**src/rtl/spm_serial_mult.sv**
```systemverilog
// Signed serial-parallel multiplier: carry-save cell chain with a start/busy/done wrapper.
// Optional macro SPM_PARALLEL_PRODUCT_EN adds a parallel product register (prod/prod_valid).
module spm_serial_mult #(
   parameter int SIZE = 32
) (
   input  logic            clk,
   input  logic            rst,
   input  logic            start,
   input  logic [SIZE-1:0] x,
   input  logic [SIZE-1:0] y,
   output logic            busy,
   output logic            p,
   output logic            p_valid,
   output logic            done
`ifdef SPM_PARALLEL_PRODUCT_EN
   ,
   output logic [2*SIZE-1:0] prod,
   output logic              prod_valid
`endif
);

   localparam int CW = $clog2(2*SIZE);
   localparam logic [CW-1:0] LAST = CW'(2*SIZE-1);

   typedef enum logic {IDLE, RUN} state_t;

   state_t          state, state_next;
   logic [SIZE-1:0] x_q;
   logic [SIZE-1:0] y_sr;
   logic [SIZE-1:0] sc, sc_next;
   logic [SIZE-1:0] carry, carry_next;
   logic [CW-1:0]   count;
   logic            ybit;
   logic            accept;
   logic            last;
   logic            pp;
   logic            pp_n;

   assign accept = (state == IDLE) && start;
   assign last   = (count == LAST);

   // Product bits are driven straight from the cell-0 sum so the first bit appears
   // in the cycle right after the accepting edge.
   assign busy    = (state == RUN);
   assign p_valid = busy;
   assign p       = busy & sc_next[0];
   assign done    = busy & last;

   always_comb begin
      // NOTE: every always_comb output gets a default first, so no path can infer a latch.
      state_next = state;
      case (state)
         IDLE:    if (start) state_next = RUN;
         RUN:     if (last)  state_next = IDLE;
         default: state_next = IDLE;
      endcase
   end

   always_comb begin
      sc_next    = '0;
      carry_next = '0;
      pp         = 1'b0;
      // y_sr shifts arithmetically, so its top bit stays the captured sign.
      ybit = (count < CW'(SIZE)) ? y_sr[0] : y_sr[SIZE-1];
      for (int i = 0; i < SIZE-1; i++) begin
         pp            = x_q[i] & ybit;
         sc_next[i]    = pp ^ sc[i+1] ^ carry[i];
         carry_next[i] = (pp & sc[i+1]) | (pp & carry[i]) | (sc[i+1] & carry[i]);
      end
      // Two's-complement MSB cell: inverted partial product, +1 seeded into its carry.
      pp_n             = ~(x_q[SIZE-1] & ybit);
      sc_next[SIZE-1]    = pp_n ^ carry[SIZE-1];
      carry_next[SIZE-1] = pp_n & carry[SIZE-1];
   end

   always_ff @(posedge clk or negedge rst) begin
      // NOTE: sequential state uses non-blocking assignments only, so every flop sees pre-edge values.
      if (!rst) begin
         state <= IDLE;
         x_q   <= '0;
         y_sr  <= '0;
         sc    <= '0;
         carry <= '0;
         count <= '0;
      end else begin
         state <= state_next;
         if (accept) begin
            x_q   <= x;
            y_sr  <= y;
            sc    <= '0;
            carry <= {1'b1, {(SIZE-1){1'b0}}};
            count <= '0;
         end else if (state == RUN) begin
            sc    <= sc_next;
            carry <= carry_next;
            y_sr  <= {y_sr[SIZE-1], y_sr[SIZE-1:1]};
            count <= last ? '0 : count + 1'b1;
         end
      end
   end

`ifdef SPM_PARALLEL_PRODUCT_EN
   logic [2*SIZE-1:0] acc;

   always_ff @(posedge clk or negedge rst) begin
      if (!rst) begin
         acc        <= '0;
         prod       <= '0;
         prod_valid <= 1'b0;
      end else begin
         prod_valid <= done;
         if (accept) begin
            acc <= '0;
         end else if (state == RUN) begin
            acc <= {p, acc[2*SIZE-1:1]};
            if (last) prod <= {p, acc[2*SIZE-1:1]};
         end
      end
   end
`endif

endmodule

```
**config.mk**
```make
export PLATFORM = sky130hd
export DESIGN_NAME = spm_serial_mult
export DESIGN_NICKNAME = d
export VERILOG_FILES = /design/src/rtl/spm_serial_mult.sv
export SDC_FILE = /design/constraint.sdc
export NUM_CORES = 1
export LEC_CHECK = 0
export ABC_AREA = 1
export CAP_MARGIN = 20
export CORE_MARGIN = 3
export CORE_UTILIZATION = 35
export DETAILED_ROUTE_END_ITERATION = 10
export PLACE_DENSITY = 0.53
export SETUP_SLACK_MARGIN = 0.15
export SYNTH_ARGS = -nofsm -noshare
export SYNTH_HDL_FRONTEND = slang
export SYNTH_SLANG_ARGS = --single-unit
export TNS_END_PERCENT = 100
```
**constraint.sdc**
```tcl
create_clock -name clk -period 3.98 [get_ports clk]
set_clock_uncertainty 0.05 [all_clocks]
set_input_delay 1.194 -clock clk [delete_from_list [all_inputs] [get_ports clk]]
set_output_delay 1.194 -clock clk [all_outputs]
set_load 0.01 [all_outputs]
```
==> out/results.txt, run 1 <==
Setup repair after global routing left no endpoint under its margin. STA classifies the critical path startpoint as a flip-flop. The post-synth net total is 704, and the portion of the post-synthesis area used by sequential elements is 55.4%. The compound-cell area share of the yosys netlist is 10.8%. The share of the clock period used by the worst path came out at 87.3%. TritonCTS built the clock tree. The final estimated routing congestion in global placement was 0.735. The later pin in the worst-skew pair is clocked with a latency of 0.41 ns. Leaving out filler cells and counting taps, the final layout contains 895.

The post-CTS clock slew at the launch and capture registers of the worst setup and hold paths came out at 0.05 ns. Count of inserted antenna diode cells: 0. The combinational family with the most area after synthesis is simple AND/OR/NAND/NOR gates. During synthesis, Yosys emitted a total of 0 warnings. The post-synthesis adder-cell area fraction works out to 10.7%.

For the worst flop-to-flop path, the logic depth is 5. The average via count per standard cell came out at 4.74. The wire length of the first global-routing pass was 22,100 um. The run gives 4 as the first-pass iteration count of the detailed router. Clock root buffer: sky130_fd_sc_hd__clkbuf_16. The critical path starts at count[5]. The die is 137 um tall. The tools report the fraction of power consumed by the clock network as 28.6%. In this design, the largest share of critical-path delay is due to buffers and inverters.

The synthesized netlist devotes 13.6% of its cell area to simple gates. For this block, the via count after detailed routing is 4,243. The maximum number of buffers from clock root to sink was 2. The count of nets left with antenna violations once routing finished came out at 0.

Detailed placement ended at an HPWL of 7980 um. The detailed router put a total of 6050 um of wire on met1. The critical path buffer and inverter count came out at 1. The run gives 12,700 um as the final routed wirelength across all metal layers. The via count of the first global-routing pass was 4,540; the count of standard-cell rows was 47. Max capacitance violation total: 0. The flow ran to the end, and the final reports show no timing, DRC or antenna violations. For the pin with the worst max-slew slack, the measured transition is 0.739 ns. The achievable clock frequency came out at 288 MHz. The capturing instance or port of the critical path was p.

The worst setup path is captured at an output port. The setup fix buffers added after clock tree synthesis was 0; the top-level I/O count was 71. For this design the static power due to leakage is 3.30 nW. The die footprint is 18,900 um^2. The fraction of layout instances using a drive strength above 1 was 6.07%; the average wire per standard cell was 14.1 um. In the routed design, unresolved DRC markers number 0. The first routing iteration left 189 violations. The internal portion of the total power is 3.51 mW. Area of the mapped netlist: 6050 um^2. VDD sags by at most 0.373 mV.

In this run the power density over the cells is 687 nW/um^2. In this run, synthesis produced a sequential element count of 134. Compared with the post-synthesis result, the final layout area differs by 23.0%.

Cell with the largest stage delay on the worst path: sky130_fd_sc_hd__clkdlybuf4s50_1. In the global route stage, overall resource usage came out at 14.9%. The routed design could run at a clock period as short as 3.47 ns. The number of filler cells placed in the layout was 1,605. The tree built by TritonCTS fans out to 134 sinks. Summing the areas of all xor and xnor instances in the mapped netlist gives 0.145% of the synthesized area. The tools report the core occupancy in the finished layout as 44.4%.

Headroom to the max-slew limit came out at 50.7%. For this design the total switching power over the nets is 1.60 mW. The die extent in x is 137 um, and the average cell area after synthesis is 10.0 um^2.

Final hold violation count: 0. Buffers placed on the I/O ports in this run total 70. For the initial core utilization, the log shows 36.1%. The setup check on the worst reg-to-reg path leaves a slack of 2.06 ns. Data on the critical path is required at its endpoint by 2.74 ns. Multiplexer cells account for 0.165% of the synthesized area. After clock tree synthesis, the flow added hold-fix buffers numbering 0. On the worst path, the slowest cell contributes a delay of 0.56 ns.

Synthesis produced a netlist whose cell count is 604. The number of setup violations in the final report is 0. The critical path runs through a total of 5 cells.

The endpoint identified for the worst register-to-register timing path is sc[22]. The part of the total power dissipated in sequential elements is 41.0%. The count of placed standard cells including taps was 866; the number of slew-limit violations in the final report was 0. Of all nets on the critical path, the largest fanout is 6.

The net count of the finished layout is 765. Adding up every negative setup slack in the final design gives 0 ns. In this run the standard cell core region covers 16,800 um^2. Combinational logic is responsible for 30.4% of the overall power.

The tools report the post-cts gate resize count as 0. Wire segments on met2 add up to 5900 um in the final route. Signal routing reaches up to met4. Detailed-routed wire length on met3: 492 um. The run gives 0 as the number of antenna violations at the first check in global routing. Data on the critical path arrives at its endpoint at 2.23 ns.

The worst hold path belongs to the class flip-flop to flip-flop. The H-tree was split into 4 levels. The worst register-to-register path begins at count[5]. Walking the worst path, the cells encountered are o21ai_2, nand2_1, fa_1, nor2_1, clkdlybuf4s50_1. For the pin count of the biggest net entering global routing, the log shows 85. The fraction of power spent switching nets is 31.3%. The run gives 0 as the residual overflow from global routing. The tools report the number of different library cells in the post-synthesis netlist as 24. The number of buffers inserted during clock tree synthesis is 17.

By startpoint and endpoint, the worst setup path is classified as flip-flop to output port.
[cell families (layout without fill, tap and decap cells)]
kind of cell,after synthesis,count (layout)
AND/OR/NAND/NOR,214,214
flip-flops,134,134
buffers and inverters,125,196
AO/OA/AOI/OAI,96,96
adder cells (fa/ha/maj),33,33
XOR/XNOR,1,1
multiplexers,1,1
[worst register-to-register path: stages (launching register included)]
cell,delay [ns]
sky130_fd_sc_hd__dfrtp_1,0.43
sky130_fd_sc_hd__o21ai_2,0.16
sky130_fd_sc_hd__buf_4,0.37
sky130_fd_sc_hd__nand2_1,0.17
sky130_fd_sc_hd__fa_1,0.52
sky130_fd_sc_hd__o22ai_1,0.09
[worst min path at each step]
stage | start | to | slack (ns) | depth (start not counted)
after floorplan | x_q[0] | x_q[0] | 0.39 | 2
after global placement | x_q[30] | x_q[30] | 0.41 | 2
after detailed placement | x_q[0] | x_q[0] | 0.41 | 2
after CTS | x_q[0] | x_q[0] | 0.42 | 2
after global routing | x_q[24] | x_q[24] | 0.44 | 2
final | x_q[0] | x_q[0] | 0.42 | 2
[layer usage]
layer / vias up / global-route usage (%)
li1: 2047 / -
met1: 2100 / 20.4
met2: 81 / 23.0
met3: 15 / 3.98
met4: 0 / 5.49
met5: - / 0
[power groups by stage]
stage,Combinational [mW],Sequential (mW),Clock (mW)
after floorplan,1.17,2.06,0
after global placement,1.50,2.11,0
after detailed placement,1.59,2.12,0
after CTS,1.60,2.10,1.50
after global routing,1.83,2.16,1.57
final,1.55,2.10,1.46
[state kept, by name, indices dropped and copies added (netlist names)]
register  count
busy          1
carry        32
count         6
sc           31
x_q          32
y_sr         32
[synth_stat cells, drive strengths merged]
master | number | share of area [%]
buf | 22 | 2.8
clkbuf | 13 | 0.81
dfrtp | 134 | 55
fa | 31 | 10
ha | 2 | 0.41
inv | 90 | 5.6
mux2i | 1 | 0.17
nand2 | 199 | 12
nand3 | 6 | 0.50
nor2 | 8 | 0.70
nor3 | 1 | 0.083
o211ai | 13 | 1.6
o21ai | 5 | 0.41
o21bai | 1 | 0.12
o221ai | 15 | 2.2
o22a | 1 | 0.14
o22ai | 61 | 6.3
xnor2 | 1 | 0.14
[final cells by class]
type                    count  area, um^2  share of cell area (%)
clock buffers              25         505                    6.79
clock inverters             4        45.0                   0.605
inverters                  90         338                    4.54
multi-input cells         345        2150                    28.9
flip-flops and latches    134        3350                    45.0
well taps                 220         275                    3.70
repair buffers             77         779                    10.5
[stage by stage]
stage / hold WS [ns] / instance area, um^2 / power (mW) / worst slack, ns
finish: 0.418 / 7450 / 5.11 / 0.505
global route: 0.440 / 7450 / 5.56 / 0.365
CTS: 0.424 / 7450 / 5.20 / 0.459
detailed placement: 0.410 / 6900 / 3.70 / 0.906
global placement: 0.408 / 6900 / 3.61 / 0.909
floorplan: 0.392 / 6050 / 3.23 / 1.40
[placed cells by master, fill, tap and decap left out, types with 2 or more instances in the layout]
cell and n:
sky130_fd_sc_hd__nand2_1 199, sky130_fd_sc_hd__dfrtp_1 134, sky130_fd_sc_hd__inv_1 87, sky130_fd_sc_hd__clkdlybuf4s50_1 69
sky130_fd_sc_hd__o22ai_1 61, sky130_fd_sc_hd__fa_1 31, sky130_fd_sc_hd__clkbuf_16 17, sky130_fd_sc_hd__o221ai_1 15
sky130_fd_sc_hd__o211ai_1 13, sky130_fd_sc_hd__nand3_1 6, sky130_fd_sc_hd__nor2_1 5, sky130_fd_sc_hd__clkbuf_8 5
sky130_fd_sc_hd__buf_4 5, sky130_fd_sc_hd__o21ai_0 4, sky130_fd_sc_hd__inv_2 3, sky130_fd_sc_hd__clkbuf_1 3
sky130_fd_sc_hd__clkinv_2 3, sky130_fd_sc_hd__nor2_4 2, sky130_fd_sc_hd__ha_1 2, sky130_fd_sc_hd__buf_12 2
(Power assumes the default switching activity.)
==> run 2: changes to the inputs <==
PLACE_DENSITY = 0.55   (was 0.53)
clock period = 2.8 ns   (was 3.98 ns; I/O delays follow)
==> run 2 against run 1 <==
Effect of this change: routed wire length about the same; final cell count increased by 1.1%; first-iteration DRC count increased by 14%; setup slack lost 0.31 ns; core utilization up 0.69 points; cell area up 1.5%; combinational power is 44% higher; clock-buffer cell count down 1; clock power is 58% higher; sequential power rose by 42%; die area unchanged; sequential share of layout area shrank 0.69 points.
==> out/results.txt, run 2 (synthesis gave the netlist of run 1 again) <==
The achievable clock frequency is 384 MHz, and the total clock sinks is 134 (unchanged). The count of inserted antenna diode cells came out at 0 (unchanged). The worst hold margin was 0.297 ns (-0.121 ns); the maximum number of buffers from clock root to sink was 2 (unchanged). The post-CTS clock slew at the launch and capture registers of the worst setup and hold paths is 0.05 ns (about the same), and the area of the core is 16,800 um^2 (unchanged). The logs give 0 (unchanged) for the total of hold buffers inserted after clock tree synthesis and 0.41 ns (about the same) for the insertion delay of the later-clocked pin in the worst-skew pair.

The area added between synthesis and finish came out at 24.9%. The largest registers in the layout are carry x32, x_q x32, y_sr x32. The final antenna-violating net count is 0 (unchanged), and the area of all sequential standard cells is 3350 um^2 (unchanged). The tightest min-delay check is of the primary input to asynchronous set/reset pin type.

The pin count of the biggest net entering global routing was 60 (-29%). The residual overflow from global routing was 0 (unchanged). The flow ran to the end, and the final reports show no timing, DRC or antenna violations. The tools report the final hold violation count as 0 (unchanged). The HPWL reported at the end of detailed placement was 8170 um (+2.4%). The top fanout value on the critical path came out at 3 (-3). The number of setup violations in the final report was 0 (unchanged). The tools report the die footprint as 18,900 um^2 (unchanged). The total global-route track usage was 14.7% (-0.21 points); the first-pass iteration count of the detailed router was 4 (unchanged).

The final routed wirelength across all metal layers was 12,700 um (about the same). The minimum setup slack after placement was 0.131 ns (-0.775 ns). The worst vdd rail ir drop is 0.508 mV (+36%), and the post-layout worst setup margin is 0.195 ns (-0.310 ns). The number of H-tree levels is 4 (unchanged), and the number of slew-limit violations in the final report is 0 (unchanged). The quantity of I/O buffers inserted on ports is 70 (unchanged), and the required time of the worst setup path is 1.91 ns (-0.83 ns). The initial core utilization is 36.1% (unchanged), and the measured slew at the worst slew-check pin is 0.641 ns (-0.0984 ns). The height of the die works out to 137 um (unchanged). The power density of the placed cells came out at 994 nW/um^2 (+45%). For the number of antenna violations at the first check in global routing, the log shows 0 (unchanged). The average via count per standard cell is 4.65 (-2.0%), and the time the worst path needs with I/O delays and setup is 2.60 ns. The total area of multi-input combinational cells came out at 2160 um^2 (+0.35%). The clock root buffer is sky130_fd_sc_hd__clkbuf_16. The max capacitance violation total came out at 0 (unchanged). The run gives 1,578 (-1.7%) as the number of filler cells placed in the layout. The tools report the final estimated routing congestion in global placement as 0.737 (+0.35%). The count of standard-cell rows was 47 (unchanged). The die extent in x is 137 um (unchanged), and the static power due to leakage is 3.36 nW (+1.9%). The endpoint arrival time on the critical path came out at 1.71 ns (-0.52 ns).

STA classifies the critical path endpoint as an output port. STA classifies the critical path startpoint as a flip-flop. For the via count of the first global-routing pass, the log shows 4,393 (-3.2%). The critical path is of the flip-flop to output port type. The total power consumption of the routed design is 7.51 mW (+47%).

The accumulated negative setup slack was 0 ns (unchanged). Leaving out fill and tap cells, the most frequent cell in the layout is sky130_fd_sc_hd__nand2_1. The wire length of the first global-routing pass came out at 21,800 um (-1.2%). The average wire per standard cell is 14.0 um (-1.1%), and the number of buffers inserted during clock tree synthesis is 17 (unchanged).

In the layout the commonest cells are 199 x sky130_fd_sc_hd__nand2_1, 134 x sky130_fd_sc_hd__dfrtp_1, 87 x sky130_fd_sc_hd__inv_1, 67 x sky130_fd_sc_hd__clkdlybuf4s50_1, 61 x sky130_fd_sc_hd__o22ai_1. The worst max-slew margin expressed relative to the limit came out at 57.3% (+6.6 points). The tools report the post-route DRC violation count as 0 (unchanged). The run gives 4,204 (-0.92%) as the count of vias placed by the detailed router. TritonCTS built the clock tree.

The fraction of layout instances using a drive strength above 1 is 7.88% (+1.8 points), and the top-level I/O count is 71 (unchanged). Setup repair after global routing could not meet its margin everywhere. The tools report the setup fix buffers added after clock tree synthesis as 0 (unchanged).

Final layout net count: 772 (+0.92%). The share of the clock period used by the worst path was 93.0%; the detailed router's first-iteration violation count was 216 (+14%).
==> run 2: changes by cell type in the layout (fill, tap and decap cells not counted), sizes merged <==
cell           before  now
buf                 8   16
bufinv              1    3
clkbuf             25   24
clkdlybuf4s50      69   67
clkinvlp            0    2
dlygate4sd2         0    1
==> run 2: path summary, 6_finish.rpt <==
kind / slack, ns / endpoint / from / cells after the start
setup / recovery: 0.20 / p / count[5] / 5
hold / removal: 0.30 / x_q[8] / rst / 1
setup reg to reg: 0.93 / sc[24] / count[5] / 5
max in group asynchronous: 1.62 / y_sr[31] / rst / 2
hold reg to reg: 0.42 / x_q[24] / x_q[24] / 2
min in group clk: 0.42 / x_q[24] / x_q[24] / 2
==> run 2: final cells by class <==
class                           instances  area share (%)
Inverter                               90            4.47
Multi-Input combinational cell        345            28.5
Sequential cell                       134            44.3
Tap cell                              220            3.64
Clock buffer                           24            6.50
Clock inverter                          8            1.59
Timing Repair Buffer                   84            10.9
==> run 2: worst max-delay path, cell delays in order, from the launching register on <==
cell and delay (ns):
sky130_fd_sc_hd__dfrtp_1 0.39, sky130_fd_sc_hd__o21ai_2 0.14, sky130_fd_sc_hd__nand2_1 0.08, sky130_fd_sc_hd__fa_1 0.44, sky130_fd_sc_hd__nor2_2 0.11, sky130_fd_sc_hd__buf_2 0.14
==> run 2: repair_timing <==
action,in CTS,in global routing
cloned,0,0
pin swaps,2,0
setup endpoints to repair,2,1
gates resized for setup,7,0
==> run 2: through the flow <==
step           utilization [%]  instances  cell area [um^2]
3_3_place_gp              41.5        873              6950
4_1_cts                   45.1        905              7560
5_1_grt                   45.1        905              7560
3_5_place_dp              41.5        873              6950
6_report                  45.1        905              7560
2_1_floorplan                -        604              6050
==> run 2: metal layers <==
metal | global-route usage [%] | vias up | part of all wire (%)
li1 | - | 2061 | -
met1 | 21.0 | 2057 | 49
met2 | 21.8 | 72 | 46
met3 | 3.69 | 14 | 3.8
met4 | 5.38 | 0 | 1.5
met5 | 0 | - | 0
==> run 2: report_power, final <==
| part | internal [mW] | switching, mW |
|---|---|---|
| clock network | 1.49 | 0.812 |
| logic | 0.983 | 1.25 |
| registers | 2.69 | 0.284 |
==> run 3: changes to the inputs <==
HOLD_SLACK_MARGIN = 0.15   (was default)
==> results of run 3 <==
Same layout as run 2: the final DEF is identical, and so are final timing and power.
==> edit (settings of run 3) <==
The parameter `SIZE` goes from 32 to 64.
--- a/src/rtl/spm_serial_mult.sv
+++ b/src/rtl/spm_serial_mult.sv
@@ -2,5 +2,5 @@
 // Optional macro SPM_PARALLEL_PRODUCT_EN adds a parallel product register (prod/prod_valid).
 module spm_serial_mult #(
-   parameter int SIZE = 32
+   parameter int SIZE = 64
 ) (
    input  logic            clk,
Interface: changed (resized x and y); port bits go from 71 to 135. The function was not compared with the original's and may differ.
==> edit against run 3 <==
  * Worst hold slack lost 0.12 ns
  * Synthesized area grew 94%
  * Sequential power grew 93%
  * Sequential share of layout area grew 0.86 points
  * Critical path depth is the same
  * Routed wire length grew 100%
  * Total power grew 80%
  * Cell area grew 93%
  * Fmax shrank 6.9%
  * Sequential cell count grew 129
  * Global-route usage is essentially flat
  * Setup slack lost 0.19 ns
  * Register-to-register slack lost 0.41 ns
==> edit: results (changes against run 3) <==
| Metric | Value |
|---|---|
| Largest net degree at the start of global routing | `129 (+110%)` |
| Status | `finished clean` |
| Post-synthesis sequential area ratio | `56.10% (+0.69 points)` |
| XOR/XNOR Fraction of Synth Area | `0.1493% (+0.0046 points)` |
| Nets@finish | `1492 (+93%)` |
| Diodes inserted | `0 (unchanged)` |
| Worst IR Drop VDD | `453.9 uV (-11%)` |
| Gr usage total | `14.75% (+0.015 points)` |
| # fillers | `3199 (+100%)` |
| Asr flop ratio synth | `100.0% (unchanged)` |
| CP max FO | `3 (unchanged)` |
| Post-synth top cells | `395 x nand2_1, 263 x dfrtp_1, 172 x inv_1, 125 x o22ai_1, 63 x fa_1` |
| Placed Area | `0.01356 mm2 (+95%)` |
| Post-synthesis mux area share | `0% (-0.17 points)` |
| DPL Wire Length | `15790 um (+93%)` |
| Vias in the first global route | `8666 (+97%)` |
| Via/cell ratio | `4.628 (-0.37%)` |
| First DRT Iteration DRCs | `355 (+64%)` |
| Worst r2r path cells | `5 (unchanged)` |
| Post-synth net total | `1374 (+95%)` |
| Biggest regs | `carry (64), x_q (64), y_sr (64)` |
| Yosys cell types | `23 (-4.2%)` |
| GP Congestion | `0.7456 (+1.1%)` |
| Initial antenna violation count | `0 (unchanged)` |
| Total CTS buffers | `30 (+13)` |
| Reg clk slew, reported paths | `0.06 ns` |
| Share of layout cells above drive strength 1 | `6.226% (-1.7 points)` |
| HP Class | `input pin to asynchronous set/reset pin` |
| IO buf count | `134 (+91%)` |
| P_leak | `6.432 nW (+92%)` |
| Clk_lat worst skew | `0.54 ns (+0.13 ns)` |
| Adder and majority cell fraction of the synthesized area | `10.96% (+0.30 points)` |
| Max H-tree Level | `1 (-3)` |
| Int Pwr | `9.325 mW (+80%)` |
| Yosys warns | `0 (unchanged)` |
| Worst Tran Pin Value | `1.002 ns (+0.3610 ns)` |
| Largest cells by area after synthesis | `dfrtp_1 56%, nand2_1 13%, fa_1 11%, o22ai_1 6.7%, inv_1 5.5%` |
| Detailed Routing Iterations Pass 1 | `4 (unchanged)` |
| CTS Buffer Depth | `3 (+1)` |
| Compound-Gate Fraction of Synth Area | `10.84% (+0.065 points)` |
| Clk root buf | `clkbuf_16` |
| Wire per inst | `14.53 um (+3.9%)` |
| First-pass GRT wire length | `44210 um (+100%)` |
edit: layer usage:
layer	part of all wire, %	up-vias	GRT usage, %
met4	1.6	0	2.836
met5	0	-	0
met3	4.7	30	2.962
li1	-	3980	-
met2	46	139	23.52
met1	48	3992	21.19
edit: final cells by class:
cell class	instances	area (um2)	area share, %
multi-input cells	670	4175	28.68
well taps	442	553.0	3.799
inverters	175	666.9	4.581
clock inverters	6	57.56	0.3953
clock buffers	47	935.9	6.428
flip-flops and latches	263	6581	45.20
repair buffers	156	1589	10.91
edit: stage by stage:
step | instances | setup TNS, ns | power, mW | setup slack [ns] | util (%)
floorplan | 1178 | 0 | 8.617 | 0.5299 | -
global placement | 1705 | 0 | 9.599 | 0.01479 | 41.36
detailed placement | 1705 | 0 | 9.751 | 0.01452 | 41.36
CTS | 1759 | -0.05106 | 13.73 | -0.05106 | 44.43
global route | 1759 | -0.1085 | 14.69 | -0.1085 | 44.41
finish | 1759 | 0 | 13.53 | 0.002666 | 44.41
edit: what timing repair did:
item	CTS	global route
setup buffers	1	0
gates cloned	0	0
pin swaps	3	0
gates resized for setup	10	1
endpoints found under the setup margin	2	2
endpoints found under the hold margin	0	0
edit: kinds of logic (layout without fill, tap and decap cells):
group / Yosys count / count (layout)
fa+ha+maj: 65 / 65
flops: 263 / 263
compound gates: 188 / 188
simple gates: 415 / 415
xor+xnor: 2 / 2
buf+inv: 245 / 384
edit: power by group through the flow:
stage,combinational [mW],sequential (mW),clock [mW]
after floorplan,2.95,5.67,0
after global placement,3.81,5.79,0
after detailed placement,3.94,5.81,0
after CTS,3.99,5.76,3.99
after global routing,4.61,5.92,4.16
final,3.90,5.75,3.87
edit: worst paths after layout:
check	from	end	slack, ns
setup / recovery	count[6]	p	0.003
hold / removal	rst	y_sr[12]	0.17
setup reg to reg	count[6]	sc[24]	0.52
hold reg to reg	x_q[55]	x_q[55]	0.42
max in group asynchronous	rst	y_sr[20]	1.79
min in group clk	x_q[55]	x_q[55]	0.42
edit: worst max-delay path, stage by stage, from the launching register on:
cell and delay [ns]:
dfrtp_1 0.42, o21ai_4 0.15, nand2_2 0.06, fa_1 0.44, nor2_2 0.14, buf_2 0.15
